File: src/rtl/otf_converter.sv
// On-the-fly MSDF signed-digit to two's-complement converter (Q/QM registers).
// Optional illegal-digit detection enabled by OTFC_ERR_CHECK_EN.
module otf_converter #(
   parameter int N = 8,
   localparam int W = N + 1
) (
   input  logic         clk,
   input  logic         rst,
   input  logic         start,
   input  logic         digit_valid,
   input  logic [1:0]   zj,
   output logic         busy,
   output logic         done,
   output logic         result_valid,
   output logic [W-1:0] result,
   output logic         err
);

   localparam int CW = (N > 1) ? $clog2(N) : 1;

   typedef enum logic [1:0] {
      S_IDLE,
      S_CONV,
      S_DONE
   } state_t;

   state_t        r_state;
   state_t        w_state_nxt;
   logic [W-1:0]  r_q;
   logic [W-1:0]  r_qm;
   logic [CW-1:0] r_cnt;
   logic          r_done;
   logic          r_rv;
   logic          w_clear;
   logic          w_accept;
   logic          w_last;
   logic          w_pos;
   logic          w_neg;

   // 2'b10 decodes as neither +1 nor -1, so it updates like a zero digit
   assign w_pos = (zj == 2'b01);
   assign w_neg = (zj == 2'b11);

   always_comb begin
      w_state_nxt = r_state;
      w_clear     = 1'b0;
      w_accept    = 1'b0;
      w_last      = 1'b0;
      unique case (r_state)
         S_IDLE, S_DONE: begin
            if (start) begin
               w_state_nxt = S_CONV;
               w_clear     = 1'b1;
            end
         end
         S_CONV: begin
            if (start) begin
               w_clear = 1'b1;
            end else if (digit_valid) begin
               w_accept = 1'b1;
               if (r_cnt == CW'(N - 1)) begin
                  w_last      = 1'b1;
                  w_state_nxt = S_DONE;
               end
            end
         end
         default: w_state_nxt = S_IDLE;
      endcase
   end

   always_ff @(posedge clk or negedge rst) begin
      if (!rst) begin
         r_state <= S_IDLE;
         r_q     <= '0;
         r_qm    <= '1;
         r_cnt   <= '0;
         r_done  <= 1'b0;
         r_rv    <= 1'b0;
      end else begin
         r_state <= w_state_nxt;
         r_done  <= w_last;
         if (w_clear) begin
            r_q   <= '0;
            r_qm  <= '1;
            r_cnt <= '0;
            r_rv  <= 1'b0;
         end else if (w_accept) begin
            r_cnt <= r_cnt + 1'b1;
            if (w_last) r_rv <= 1'b1;
            if (w_pos) begin
               r_q  <= {r_q[W-2:0], 1'b1};
               r_qm <= {r_q[W-2:0], 1'b0};
            end else if (w_neg) begin
               r_q  <= {r_qm[W-2:0], 1'b1};
               r_qm <= {r_qm[W-2:0], 1'b0};
            end else begin
               r_q  <= {r_q[W-2:0], 1'b0};
               r_qm <= {r_qm[W-2:0], 1'b1};
            end
         end
      end
   end

`ifdef OTFC_ERR_CHECK_EN
   logic r_err;

   always_ff @(posedge clk or negedge rst) begin
      if (!rst) begin
         r_err <= 1'b0;
      end else if (w_clear) begin
         r_err <= 1'b0;
      end else if (w_accept && (zj == 2'b10)) begin
         r_err <= 1'b1;
      end
   end

   assign err = r_err;
`else
   assign err = 1'b0;
`endif

   assign busy         = (r_state == S_CONV);
   assign done         = r_done;
   assign result_valid = r_rv;
   assign result       = r_q;

endmodule

File: config.mk
export PLATFORM = sky130hd
export DESIGN_NAME = otf_converter
export DESIGN_NICKNAME = d
export VERILOG_FILES = /design/src/rtl/otf_converter.sv
export SDC_FILE = /design/constraint.sdc
export NUM_CORES = 1
export LEC_CHECK = 0
export ABC_CLOCK_PERIOD_IN_PS = 1400
export CORE_MARGIN = 1.5
export CORE_UTILIZATION = 51
export DETAILED_ROUTE_END_ITERATION = 10
export PLACE_DENSITY_LB_ADDON = 0.3
export SLEW_MARGIN = 20
export SYNTH_ARGS = -nofsm -noshare
export SYNTH_HDL_FRONTEND = slang
export SYNTH_SLANG_ARGS = --single-unit
File: constraint.sdc
create_clock -name clk -period 1.4 [get_ports clk]
set_input_delay 0.42 -clock clk [delete_from_list [all_inputs] [get_ports clk]]
set_output_delay 0.42 -clock clk [all_outputs]
set_load 0.01 [all_outputs]
* Word level (Yosys, flattened, before mapping) *
Index checks and enable logic that the tools add are counted.

cells by class
  mux-type cells = 27
  $add $sub $neg = 1
  reductions and logical operators = 7
  equality and inequality tests = 9

operators by type and width
  operator               count
  $mux W9                4
  $mux W8                3
  $mux W1                13
  $mux W2                4
  $mux W3                2
  $ne A2 B2 Y1 const B   3
  $eq A2 B1 Y1 const B   2
  $eq A2 B2 Y1 const B   2
  $pmux W2 S2            1
  $reduce_and A4 Y1      1
  $reduce_bool A2 Y1     2
  $add A3 B1 Y3 const B  1
  $eq A3 B3 Y1 const B   1
  $reduce_or A3 Y1       1
  $logic_not A2 Y1       1
  $ne A2 B1 Y1 const B   1
  $reduce_and A2 Y1      1
  $reduce_or A2 Y1       1

storage, ports and cells
  flip-flop bits (word level) = 24
  word-level logic and storage cells = 50
  input port bits = 6
  output and inout bits = 13

* Depth between registers and ports, before layout *
Gate-level depths: netlist of the first run.

  depth after elaboration = 8
  depth in mapped cells = 5
  gate-level depth less buffers = 5

* Least setup slack after synthesis of the first run *
OpenSTA, ideal clock, no wires.

  path type = reg-to-reg
  start point = register r_state[0]
  end point = register r_qm[1]
  clock period less this slack = 1,203 ps
  slack = 197 ps
  arrival = 1,120 ps
  path buffers = 1
  library setup time = 83 ps
  cell stages (with the launch flop) = 5
  data required time = 1,317 ps
  cells stage by stage = dfrtp_1 > and4bb_4 > or2_1 > buf_6 > a2bb2oi_1

on the way
  longest elaborated chain between the ends = 4
  elaborated cells on any way between the ends = 8
  classes of those cells = eq/ne (2); mux (3); reduce/logical (3)

ends and longest elaborated chain
  item                                                  RTL line  source
  start, declared                                       27        state_t r_state;
  start signal, assigned                                80        r_state <= w_state_nxt;
  $eq A2 B1 Y1 (tied with other cells)                  49        unique case (r_state)
  $reduce_or A3 Y1 (no source line)                     --
  $mux W1                                               --
  $mux W8 / $reduce_bool A2 Y1 (equally long branches)  --
  end signal, assigned                                  92        r_qm <= {r_q[W-2:0], 1'b0};
  end signal, assigned                                  95        r_qm <= {r_qm[W-2:0], 1'b0};
  end signal, assigned                                  98        r_qm <= {r_qm[W-2:0], 1'b1};
  end, declared                                         30        logic [W-1:0] r_qm;

Parallel ways exist; a longest one is shown, timed or not.
A chain may end at the register's enable or synchronous reset.

* Worst setup path in the final report of the first run *
  start point = register r_state[1]
  end point = output busy

on the way
  longest elaborated chain between the ends = 1

ends and longest elaborated chain
  item           RTL line  source
  $eq A2 B1 Y1   122       assign busy = (r_state == S_CONV);
  end, declared  12        output logic busy,

No other way between the ends.

==> Flow_metrics.wiki, run 1 <==
{| class="wikitable"
! Metric !! Value
|-
| Maximum operating frequency || slightly below 700 MHz
|-
| Count of filler cells inserted in the layout || around 120
|-
| Largest net degree at the start of global routing || 25
|-
| Area Overhead vs Synth || 44.0%
|-
| Total global-route track usage || 0.241
|-
| Wire length reported by the detailed router || 2670 um
|-
| Class of the tightest hold or removal check || in2async
|-
| # port buffers || 17
|-
| Synth Register Bits || 24
|-
| NumNets Final || 147
|-
| Power Total || between 1500 and 2000 uW
|-
| Iter 0 DRT Violations || 7
|-
| Max-cap violation count || 0
|-
| Remaining global-route overflow || 0
|-
| Power per cell area || approximately 940 mW/mm^2
|-
| Routed WL per cell || 16.2 um
|-
| Number of placed instances with taps included || between 150 and 200
|-
| Unrepaired setup endpoints after global routing || yes
|-
| Clk slew on worst S/H paths || between 100 and 150 ps
|-
| Pre-Repair DR Iteration Count || 4
|-
| Synthesis Warnings || 0
|-
| Cell type with the highest aggregate area in the netlist || sky130_fd_sc_hd__dfrtp_1
|-
| Standby leakage power || a little under 0.0008 uW
|-
| Arrival time of the worst setup path || between 1000 and 1500 ps
|-
| End-of-flow core utilization || 0.808
|-
| Root buffer selected by CTS || sky130_fd_sc_hd__clkbuf_4
|-
| Post-synthesis area per instance || ~13 sq um
|-
| Routability congestion estimate from global placement || 0.809
|-
| Worst Slack Setup Final || -37.7 ps
|-
| Diode insertion count for antenna repair || 0
|-
| Startpoint type of the worst setup path || register
|-
| Critical path capture point type || primary output
|-
| Worst vdd ir || a little over 0.8 mV
|-
| Max FO, Critical Path || 2
|-
| Max-slew violation total from the final report || 0
|-
| Wire length of the first global-routing pass || about 4600 um
|-
| Total clock buffers created by CTS || 3
|-
| Number of antenna violations at the first check in global routing || 0
|-
| Total of endpoints with negative setup slack in the final report || 3
|-
| Via count of the first global-routing pass || about 950
|-
| Library cells used by synthesis || 28
|-
| Row Count || 16
|-
| CTS tree || yes
|-
| Share of layout cells above drive strength 1 || 0.493
|-
| Violations in the final reports || setup timing
|-
| CORE AREA || roughly 0.002 sq mm
|-
| Clock H-tree levels || 1
|-
| Effective utilization at floorplan || 0.561
|-
| Area fraction of the dominant cell type after synthesis || 0.353
|-
| # clock sinks || 24
|-
| CTS max path bufs || 2
|-
| Die Footprint || between 0.002 and 0.003 sq mm
|-
| Post-Synthesis Cell Area || approximately 0.0011 sq mm
|-
| Post-Syn Instances || 90
|-
| Final worst path period need || approximately 1400 ps
|-
| Clock latency on the worst-skew pair || around 320 ps
|-
| Number of failing hold endpoints at the final stage || 0
|-
| Number of nets with antenna violations after detailed routing || 0
|-
| Fin Clk Skew || approximately 2.0 ps
|-
| Boundary Pins || 19
|-
| Number of DRC violations after detailed routing || 0
|-
| Detailed-route via count || between 800 and 900
|-
| Critical path required time || roughly 980 ps
|-
| Fraction of the yosys area taken by sequential cells || 0.538
|-
| Tcrit/Tclk final || 1.03
|-
| Die Span Y || roughly 50 um
|-
| Category of the critical setup timing path || reg2out
|-
| Result of the run || complete, but fails checks
|-
| Die X-Extent || ~50 um
|-
| Post-route non-filler standard cell count || between 150 and 200
|-
| Top area cells in the synthesized netlist || sky130_fd_sc_hd__dfrtp_1 35%, sky130_fd_sc_hd__dfstp_2 19%, sky130_fd_sc_hd__mux2i_1 13%
|-
| Post-detail-place hpwl || between 1500 and 2000 um
|-
| Syn Nets || 98
|-
| Post-DR vias/cell || ~5.3
|}
where the power goes:
part / internal [uW] / switching [uW]
Sequential: 765 / 45.3
Clock: 159 / 209
Combinational: 201 / 160
Total: 1120 / 415
registers in the layout, indices dropped and copies added, names as in the netlist:
| name | cells |
|---|---|
| done | 1 |
| r_cnt | 3 |
| r_qm | 8 |
| r_state | 2 |
| result | 9 |
| result_valid | 1 |
cell usage in the layout (no fill, tap or decap):
master,n
sky130_fd_sc_hd__and2_1,1
sky130_fd_sc_hd__nand2b_1,2
sky130_fd_sc_hd__a21oi_2,1
sky130_fd_sc_hd__dfrtp_1,16
sky130_fd_sc_hd__a22o_1,3
sky130_fd_sc_hd__clkbuf_2,9
sky130_fd_sc_hd__conb_1,1
sky130_fd_sc_hd__dlygate4sd2_1,1
sky130_fd_sc_hd__a21boi_1,1
sky130_fd_sc_hd__clkbuf_4,3
sky130_fd_sc_hd__inv_1,1
sky130_fd_sc_hd__nor2_4,1
sky130_fd_sc_hd__o2bb2ai_1,8
sky130_fd_sc_hd__ha_1,2
sky130_fd_sc_hd__nand4bb_1,1
sky130_fd_sc_hd__buf_2,1
sky130_fd_sc_hd__nor2_1,1
sky130_fd_sc_hd__mux2i_2,1
sky130_fd_sc_hd__nand3_1,1
sky130_fd_sc_hd__and4bb_4,1
sky130_fd_sc_hd__clkdlybuf4s50_1,4
sky130_fd_sc_hd__a2bb2oi_2,7
sky130_fd_sc_hd__clkbuf_8,1
sky130_fd_sc_hd__clkdlybuf4s15_1,2
sky130_fd_sc_hd__mux2i_1,14
sky130_fd_sc_hd__dfstp_2,8
sky130_fd_sc_hd__buf_8,1
sky130_fd_sc_hd__buf_4,26
sky130_fd_sc_hd__buf_12,2
sky130_fd_sc_hd__nand2_1,5
sky130_fd_sc_hd__nor2b_2,2
sky130_fd_sc_hd__o31ai_1,1
sky130_fd_sc_hd__a21oi_1,4
sky130_fd_sc_hd__or2_4,1
sky130_fd_sc_hd__a21o_1,1
sky130_fd_sc_hd__buf_6,3
timing repair:
item                                   4_1_cts  5_1_grt
setup buffers                                3        6
setup endpoints to repair                   30       21
pin swaps                                    2        1
hold buffers                                 0        0
endpoints found under the hold margin        0        0
gates resized for setup                     40       13
cells by family (layout without fill, tap and decap cells):
family / Yosys count / in the layout / share of synthesized area
other: 1 / 1 / 0.00330
multiplexers: 15 / 15 / 0.132
adder cells (fa/ha/maj): 2 / 2 / 0.0220
AO/OA/AOI/OAI: 26 / 26 / 0.184
buffers and inverters: 6 / 54 / 0.0331
AND/OR/NAND/NOR: 16 / 16 / 0.0871
flip-flops: 24 / 24 / 0.538
path summary, 6_finish.rpt:
kind | from | end | slack (ps) | depth (start not counted)
setup reg to reg | r_state[1]$_DFFE_PN0P_ | r_qm[4]$_DFFE_PN1P_ | 0 | 5
hold reg to reg | r_cnt[0]$_DFFE_PN0P_ | r_cnt[0]$_DFFE_PN0P_ | 490 | 1
max in group asynchronous | rst | r_qm[6]$_DFFE_PN1P_ | 740 | 2
setup / recovery | r_state[1]$_DFFE_PN0P_ | busy | -40 | 2
min in group clk | r_cnt[0]$_DFFE_PN0P_ | r_cnt[0]$_DFFE_PN0P_ | 490 | 1
hold / removal | rst | r_state[1]$_DFFE_PN0P_ | 440 | 2
critical path: stages, from the launching register on:
cell	delay, ps
sky130_fd_sc_hd__dfrtp_1	420
sky130_fd_sc_hd__nor2b_2	140
sky130_fd_sc_hd__buf_2	150
routing by layer:
metal,track usage,vias up,wire length (um)
met4,0.0556,0,21
li1,-,429,-
met5,0,-,0
met2,0.419,19,1330
met1,0.317,429,1240
met3,0.0357,4,86
Yosys cell counts:
cell type,count
sky130_fd_sc_hd__or2_1,1
sky130_fd_sc_hd__a2bb2oi_1,7
sky130_fd_sc_hd__nand4bb_1,1
sky130_fd_sc_hd__nand2_1,5
sky130_fd_sc_hd__nand2b_1,2
sky130_fd_sc_hd__inv_1,1
sky130_fd_sc_hd__and4bb_4,1
sky130_fd_sc_hd__conb_1,1
sky130_fd_sc_hd__buf_6,1
sky130_fd_sc_hd__o31ai_1,1
sky130_fd_sc_hd__a22o_1,3
sky130_fd_sc_hd__a21oi_1,4
sky130_fd_sc_hd__nor2b_1,2
sky130_fd_sc_hd__dfrtp_1,16
sky130_fd_sc_hd__buf_4,1
sky130_fd_sc_hd__nand3_1,1
sky130_fd_sc_hd__buf_2,2
sky130_fd_sc_hd__a21boi_1,1
sky130_fd_sc_hd__nor2_1,1
sky130_fd_sc_hd__dfstp_2,8
sky130_fd_sc_hd__and2_1,1
sky130_fd_sc_hd__ha_1,2
sky130_fd_sc_hd__a21oi_2,1
sky130_fd_sc_hd__a21o_1,1
sky130_fd_sc_hd__o2bb2ai_1,8
sky130_fd_sc_hd__nor2_2,1
sky130_fd_sc_hd__clkbuf_2,1
sky130_fd_sc_hd__mux2i_1,15
area by class of cell:
class / instances / area, sq um / share of cell area
well taps: 27 / 33.8 / 0.0207
flip-flops and latches: 24 / 611 / 0.374
inverters: 1 / 3.75 / 0.00230
multi-input cells: 60 / 547 / 0.335
repair buffers: 49 / 403 / 0.247
clock buffers: 4 / 36.3 / 0.0222
stage by stage:
stage          setup WS, ps  instance area [sq um]  setup TNS (ps)  hold WS [ps]
2_1_floorplan           197                   1130               0           124
3_3_place_gp           -376                   1500           -7230           470
3_5_place_dp           -420                   1500           -7840           469
4_1_cts               -45.0                   1620           -55.1           447
5_1_grt               -98.7                   1630            -520           433
6_report              -37.7                   1630           -46.5           438
No activity file was read; power rests on OpenSTA's default activity.
==> run 2, diff against run 1 <==
--- a/config.mk
+++ b/config.mk
@@ -6,7 +6,7 @@
 export NUM_CORES = 1
 export LEC_CHECK = 0
 export ABC_CLOCK_PERIOD_IN_PS = 1400
-export CORE_MARGIN = 1.5
+export CORE_MARGIN = 4
 export CORE_UTILIZATION = 51
 export DETAILED_ROUTE_END_ITERATION = 10
 export PLACE_DENSITY_LB_ADDON = 0.3
==> run 2 against run 1 <==
The flow still finishes with violations (setup timing). Maximum frequency grew 1.6%. Final cell count shrank 3.0%. Global-route usage shrank 6.5 points. Combinational power shrank 6.1%. Worst hold slack gained 11 ps. Sequential power is essentially flat. Final area shrank 1.3%. Clock power grew 35%. Via count grew 3.4%. Critical endpoint is now r_qm[1]$_DFFE_PN1P_.
==> Flow_metrics.wiki, run 2 (synthesis gave the netlist of run 1 again) <==
{| class="wikitable"
! Metric !! Value
|-
| CTS tree || yes
|-
| Area Overhead vs Synth || 42.1%
|-
| Detailed-route via count || ~910
|-
| Area of the multi-input gates || 563 sq um
|-
| Top library cells by usage in the layout, fill and taps aside || 25 x sky130_fd_sc_hd__buf_4, 16 x sky130_fd_sc_hd__dfrtp_1, 15 x sky130_fd_sc_hd__mux2i_1, 10 x sky130_fd_sc_hd__clkbuf_2
|-
| Post-DR vias/cell || approximately 5.7
|-
| Post-route non-filler standard cell count || 160
|-
| CORE AREA || between 0.002 and 0.0025 sq mm
|-
| End-of-flow core utilization || 0.790
|-
| Max-cap violation count || 0
|-
| Number of failing hold endpoints at the final stage || 0
|-
| Boundary Pins || 19
|-
| Diode insertion count for antenna repair || 0
|-
| Max reg flops || 9
|-
| Standby leakage power || 0.000769 uW
|-
| Clock latency on the worst-skew pair || roughly 310 ps
|-
| Max FO, Critical Path || 8
|-
| Power per cell area || between 1000 and 1500 mW/mm^2
|-
| Violations in the final reports || setup timing
|-
| Largest net degree at the start of global routing || 25
|-
| Number of nets with antenna violations after detailed routing || 0
|-
| Max-slew violation total from the final report || 0
|-
| Routed WL per cell || approximately 16 um
|-
| Row Count || 16
|-
| # port buffers || 17
|-
| Worst vdd ir || 0.781 mV
|-
| Total of endpoints with negative setup slack in the final report || 2
|-
| Critical path capture point type || register
|-
| Iter 0 DRT Violations || 14
|-
| Wire length reported by the detailed router || roughly 2500 um
|-
| NumNets Final || roughly 140
|-
| Area occupied by registers || 611 sq um
|-
| Arrival time of the worst setup path || approximately 1700 ps
|-
| # clock sinks || 24
|-
| Leading cell type in the layout, fill and taps excluded || sky130_fd_sc_hd__buf_4
|-
| Total non-filler cell area in the finished layout || 0.00161 sq mm
|-
| Maximum operating frequency || between 700 and 800 MHz
|-
| Class of the tightest hold or removal check || in2async
|-
| Tcrit/Tclk final || 1.01
|-
| Setup slack after placement || -459 ps
|-
| Reg-to-reg slack, setup || -20 ps
|-
| Die Span Y || ~55 um
|-
| CTS max path bufs || 2
|-
| Unrepaired setup endpoints after global routing || yes
|-
| Total global-route track usage || 0.176
|-
| Effective utilization at floorplan || 0.556
|-
| Via count of the first global-routing pass || a little under 900
|-
| Result of the run || complete, but fails checks
|-
| Die X-Extent || 55.2 um
|-
| Wire length of the first global-routing pass || 3800 um
|-
| Remaining global-route overflow || 0
|-
| Startpoint type of the worst setup path || register
|-
| Root buffer selected by CTS || sky130_fd_sc_hd__clkbuf_4
|-
| Count of filler cells inserted in the layout || 144
|-
| Clk slew on worst S/H paths || around 140 ps
|-
| Worst Slack Setup Final || -15.5 ps
|-
| Routability congestion estimate from global placement || between 0.7 and 0.8
|-
| Die Footprint || about 0.003 sq mm
|-
| Final worst path period need || 1420 ps
|-
| Total clock buffers created by CTS || 3
|-
| Fin Clk Skew || 6.21 ps
|-
| Number of antenna violations at the first check in global routing || 0
|-
| Number of placed instances with taps included || between 100 and 150
|-
| Post-detail-place hpwl || approximately 1700 um
|-
| Pre-Repair DR Iteration Count || 6
|-
| Total cell area at the placement stage || approximately 0.0015 sq mm
|-
| Share of layout cells above drive strength 1 || 0.481
|-
| Hold Slack || 449 ps
|-
| Clock H-tree levels || 1
|-
| Number of DRC violations after detailed routing || 0
|-
| Critical path required time || roughly 1600 ps
|-
| Category of the critical setup timing path || reg2reg
|}
run 2: metrics by stage:
step           TNS [ps]  power, uW
5_1_grt            -388       1730
3_3_place_gp      -7240       1110
3_5_place_dp      -8310       1130
4_1_cts           -30.2       1630
6_report          -24.0       1650
2_1_floorplan         0        975
run 2: report_power, final:
group	switching, uW	total (uW)	leakage, uW	internal, uW
Sequential	45.4	810	0.000296	765
Clock	209	498	0.0000279	289
Combinational	153	339	0.000445	186
Total	407	1650	0.000769	1240
run 2: repair_timing:
| action | in CTS | in global routing |
|---|---|---|
| hold buffers | 0 | 0 |
| pin swaps | 0 | 1 |
| buffers inserted | 5 | 2 |
| gates resized for setup | 29 | 22 |
| endpoints found under the setup margin | 30 | 22 |
| cloned | 0 | 0 |
run 2: critical path: stages, from the launching register on:
cell	delay (ps)
sky130_fd_sc_hd__dfrtp_1	440
sky130_fd_sc_hd__buf_4	180
sky130_fd_sc_hd__and4bb_4	340
sky130_fd_sc_hd__or2_4	220
sky130_fd_sc_hd__a2bb2oi_1	180
run 2: worst paths after layout:
| kind | start | to | depth (start not counted) |
|---|---|---|---|
| max in group asynchronous | rst | r_qm[1]$_DFFE_PN1P_ | 2 |
| min in group clk | result[8]$_DFFE_PN0P_ | result[8]$_DFFE_PN0P_ | 1 |
| worst max-delay path | r_state[1]$_DFFE_PN0P_ | r_qm[1]$_DFFE_PN1P_ | 4 |
| worst max register to register | r_state[1]$_DFFE_PN0P_ | r_qm[1]$_DFFE_PN1P_ | 4 |
| worst min-delay path | rst | result[2]$_DFFE_PN0P_ | 2 |
| worst min register to register | result[8]$_DFFE_PN0P_ | result[8]$_DFFE_PN0P_ | 1 |
run 2: final cells by class:
| type | count | share of cell area |
|---|---|---|
| inverter | 1 | 0.00233 |
| clock buffer | 3 | 0.0140 |
| clock inverter | 1 | 0.0186 |
| multi-input combinational | 60 | 0.349 |
| tap | 27 | 0.0209 |
| timing repair buffer | 44 | 0.216 |
| sequential | 24 | 0.379 |
run 2: metal layers:
layer / GRT usage / wire [um] / part of all wire
met3: 0.0295 / 119 / 0.047
met1: 0.205 / 1080 / 0.43
met5: 0 / 0 / 0
met4: 0.0607 / 46 / 0.018
met2: 0.325 / 1290 / 0.51
==> run 3, diff against run 2 <==
--- a/config.mk
+++ b/config.mk
@@ -6,10 +6,11 @@
 export NUM_CORES = 1
 export LEC_CHECK = 0
 export ABC_CLOCK_PERIOD_IN_PS = 1400
+export CORE_ASPECT_RATIO = 1.4
 export CORE_MARGIN = 4
 export CORE_UTILIZATION = 51
 export DETAILED_ROUTE_END_ITERATION = 10
-export PLACE_DENSITY_LB_ADDON = 0.3
+export PLACE_DENSITY = 0.77
 export SLEW_MARGIN = 20
 export SYNTH_ARGS = -nofsm -noshare
 export SYNTH_HDL_FRONTEND = slang
==> run 3 against run 2 <==
The run still ends with setup timing left. Sequential cell count stayed put. Worst hold slack worse by 6.1 ps. Highest routed layer unchanged. Clock power is 39% lower. Critical path type unchanged. Largest power group unchanged.
==> Flow_metrics.wiki, run 3 (synthesis gave the netlist of run 1 again) <==
{| class="wikitable"
! Metric !! Value
|-
| Met1 capacity usage during global routing || 0.204
|-
| Critical path capture point type || register
|-
| Pre-Repair DR Iteration Count || 4
|-
| Row Count || 19
|-
| CP max-delay cell || sky130_fd_sc_hd__dfrtp_1
|-
| Final TNS setup || -89.0 ps
|-
| R2R cell count || 4
|-
| Diode insertion count for antenna repair || 0
|-
| Power Internal || around 1100 uW
|-
| Result of the run || complete, but fails checks
|-
| Share of layout cells above drive strength 1 || 0.459
|-
| Routability congestion estimate from global placement || about 0.74
|-
| Total of endpoints with negative setup slack in the final report || 5
|-
| Clock latency on the worst-skew pair || 300 ps
|-
| Maximum single-stage delay on the critical path || around 410 ps
|-
| Number of nets with antenna violations after detailed routing || 0
|-
| Routed WL per cell || approximately 18 um
|-
| Proportion of power drawn by flip-flops and latches || 0.550
|-
| Sw frac || 0.271
|-
| Unrepaired setup endpoints after global routing || yes
|-
| Die X-Extent || around 48 um
|-
| Most congested layer reported by global routing || met2
|-
| Critical path required time || 1640 ps
|-
| Maximum operating frequency || between 700 and 800 MHz
|-
| Wire length reported by the detailed router || approximately 2700 um
|-
| Violations in the final reports || setup timing
|-
| Largest net degree at the start of global routing || 25
|-
| Max-cap violation count || 0
|-
| Category of the critical setup timing path || reg2reg
|-
| Via count of the first global-routing pass || 887
|-
| Post-route non-filler standard cell count || around 150
|-
| Root buffer selected by CTS || sky130_fd_sc_hd__clkbuf_4
|-
| Remaining global-route overflow || 0
|-
| Wire length of the first global-routing pass || ~3800 um
|-
| Met2 Track Usage GR || 0.278
|-
| Cell class contributing the biggest share of worst-path delay || simple AND/OR/NAND/NOR gates
|-
| Top library cells by usage in the layout, fill and taps aside || 23 x sky130_fd_sc_hd__buf_4, 16 x sky130_fd_sc_hd__dfrtp_1, 13 x sky130_fd_sc_hd__mux2i_1, 8 x sky130_fd_sc_hd__o2bb2ai_1, 8 x sky130_fd_sc_hd__dfstp_2
|-
| Total global-route track usage || 0.169
|-
| Boundary Pins || 19
|-
| Fin Clk Skew || ~6.7 ps
|-
| Post-DR vias/cell || around 5.6
|-
| Number of failing hold endpoints at the final stage || 0
|-
| CTS max path bufs || 2
|-
| Share of power burned in the clock network || 0.206
|-
| Max FO, Critical Path || 8
|-
| Instance count on the critical path || 4
|-
| # clock sinks || 24
|-
| Iter 0 DRT Violations || 13
|-
| Number of placed instances with taps included || 142
|-
| CORE AREA || about 0.002 sq mm
|-
| Number of antenna violations at the first check in global routing || 0
|-
| Setup slack after placement || -473 ps
|-
| Clk slew on worst S/H paths || roughly 130 ps
|-
| Die Span Y || 63.8 um
|-
| Max-slew violation total from the final report || 0
|-
| Net switching power || approximately 400 uW
|-
| Post-detail-place hpwl || approximately 1700 um
|-
| Power per cell area || approximately 900 mW/mm^2
|-
| Startpoint type of the worst setup path || register
|-
| Worst vdd ir || 0.762 mV
|-
| Met3 Usage GRT || 0.0337
|-
| Combinational fraction of design power || 0.244
|-
| Clock H-tree levels || 1
|-
| Leading cell type in the layout, fill and taps excluded || sky130_fd_sc_hd__buf_4
|-
| Final worst path period need || roughly 1400 ps
|-
| Detailed-route via count || approximately 860
|-
| Number of buffers and inverters on the critical path || 1
|-
| CTS tree || yes
|-
| Worst Slack Setup Final || -27.3 ps
|-
| Total clock buffers created by CTS || 3
|-
| Class of the tightest hold or removal check || in2async
|-
| Max reg flops || 9
|-
| Die Footprint || a little over 0.003 sq mm
|-
| Hold-fix buffers at CTS || 0
|-
| Number of DRC violations after detailed routing || 0
|-
| # port buffers || 17
|-
| Crit-path cells || buf_4 > and4bb_4 > or2_4 > a2bb2oi_2
|-
| Effective utilization at floorplan || 0.555
|-
| End-of-flow core utilization || 0.800
|-
| Area Overhead vs Synth || 44.1%
|-
| NumNets Final || between 100 and 150
|-
| Standby leakage power || 0.000781 uW
|-
| Tcrit/Tclk final || 1.02
|-
| Arrival time of the worst setup path || 1660 ps
|}
## run 3: cell count changes in the layout (fill, tap and decap cells not counted), sizes merged
cell / before / now
clkdlybuf4s50: 5 / 3
dlymetal6s2s: 0 / 2
bufinv: 1 / 0
clkbuf: 13 / 10
clkdlybuf4s15: 1 / 5
## run 3: layout make-up
| class | count | area, sq um |
|---|---|---|
| sequential | 24 | 611 |
| clock buffer | 4 | 26.3 |
| tap | 21 | 26.3 |
| inverter | 1 | 3.75 |
| timing repair buffer | 44 | 393 |
| multi-input combinational | 60 | 576 |
| fill | 123 | 409 |
## run 3: metrics by stage
stage          hold slack, ps  total power, uW  instance area [sq um]
2_1_floorplan             124              975                   1130
3_3_place_gp              478             1120                   1470
3_5_place_dp              490             1130                   1470
4_1_cts                   446             1430                   1520
5_1_grt                   434             1570                   1640
6_report                  443             1480                   1640
## run 3: per-layer routing
layer | part of all wire | wire [um]
met1 | 0.41 | 1110
met2 | 0.54 | 1460
met3 | 0.036 | 97
met4 | 0.016 | 42
met5 | 0 | 0
## run 3: power by group through the flow
stage | Sequential [uW] | Combinational (uW) | Clock [uW]
floorplan | 824 | 151 | 0
global placement | 817 | 299 | 0
detailed placement | 820 | 307 | 0
CTS | 807 | 312 | 311
global route | 820 | 395 | 352
finish | 811 | 361 | 304
## run 3: final timing paths
path,start,end,slack [ps]
max in group asynchronous,rst,r_qm[0]$_DFFE_PN1P_,730
worst min register to register,r_cnt[0]$_DFFE_PN0P_,r_cnt[0]$_DFFE_PN0P_,510
worst min-delay path,rst,result[5]$_DFFE_PN0P_,440
min in group clk,digit_valid,r_state[1]$_DFFE_PN0P_,460
worst max-delay path,r_state[1]$_DFFE_PN0P_,r_qm[3]$_DFFE_PN1P_,-30
worst max register to register,r_state[1]$_DFFE_PN0P_,r_qm[3]$_DFFE_PN1P_,-30
## run 3: repair_timing
item,CTS,global route
gates cloned,0,1
resized for setup,30,22
pin swaps,1,2
endpoints found under the setup margin,31,27
setup buffers,2,5
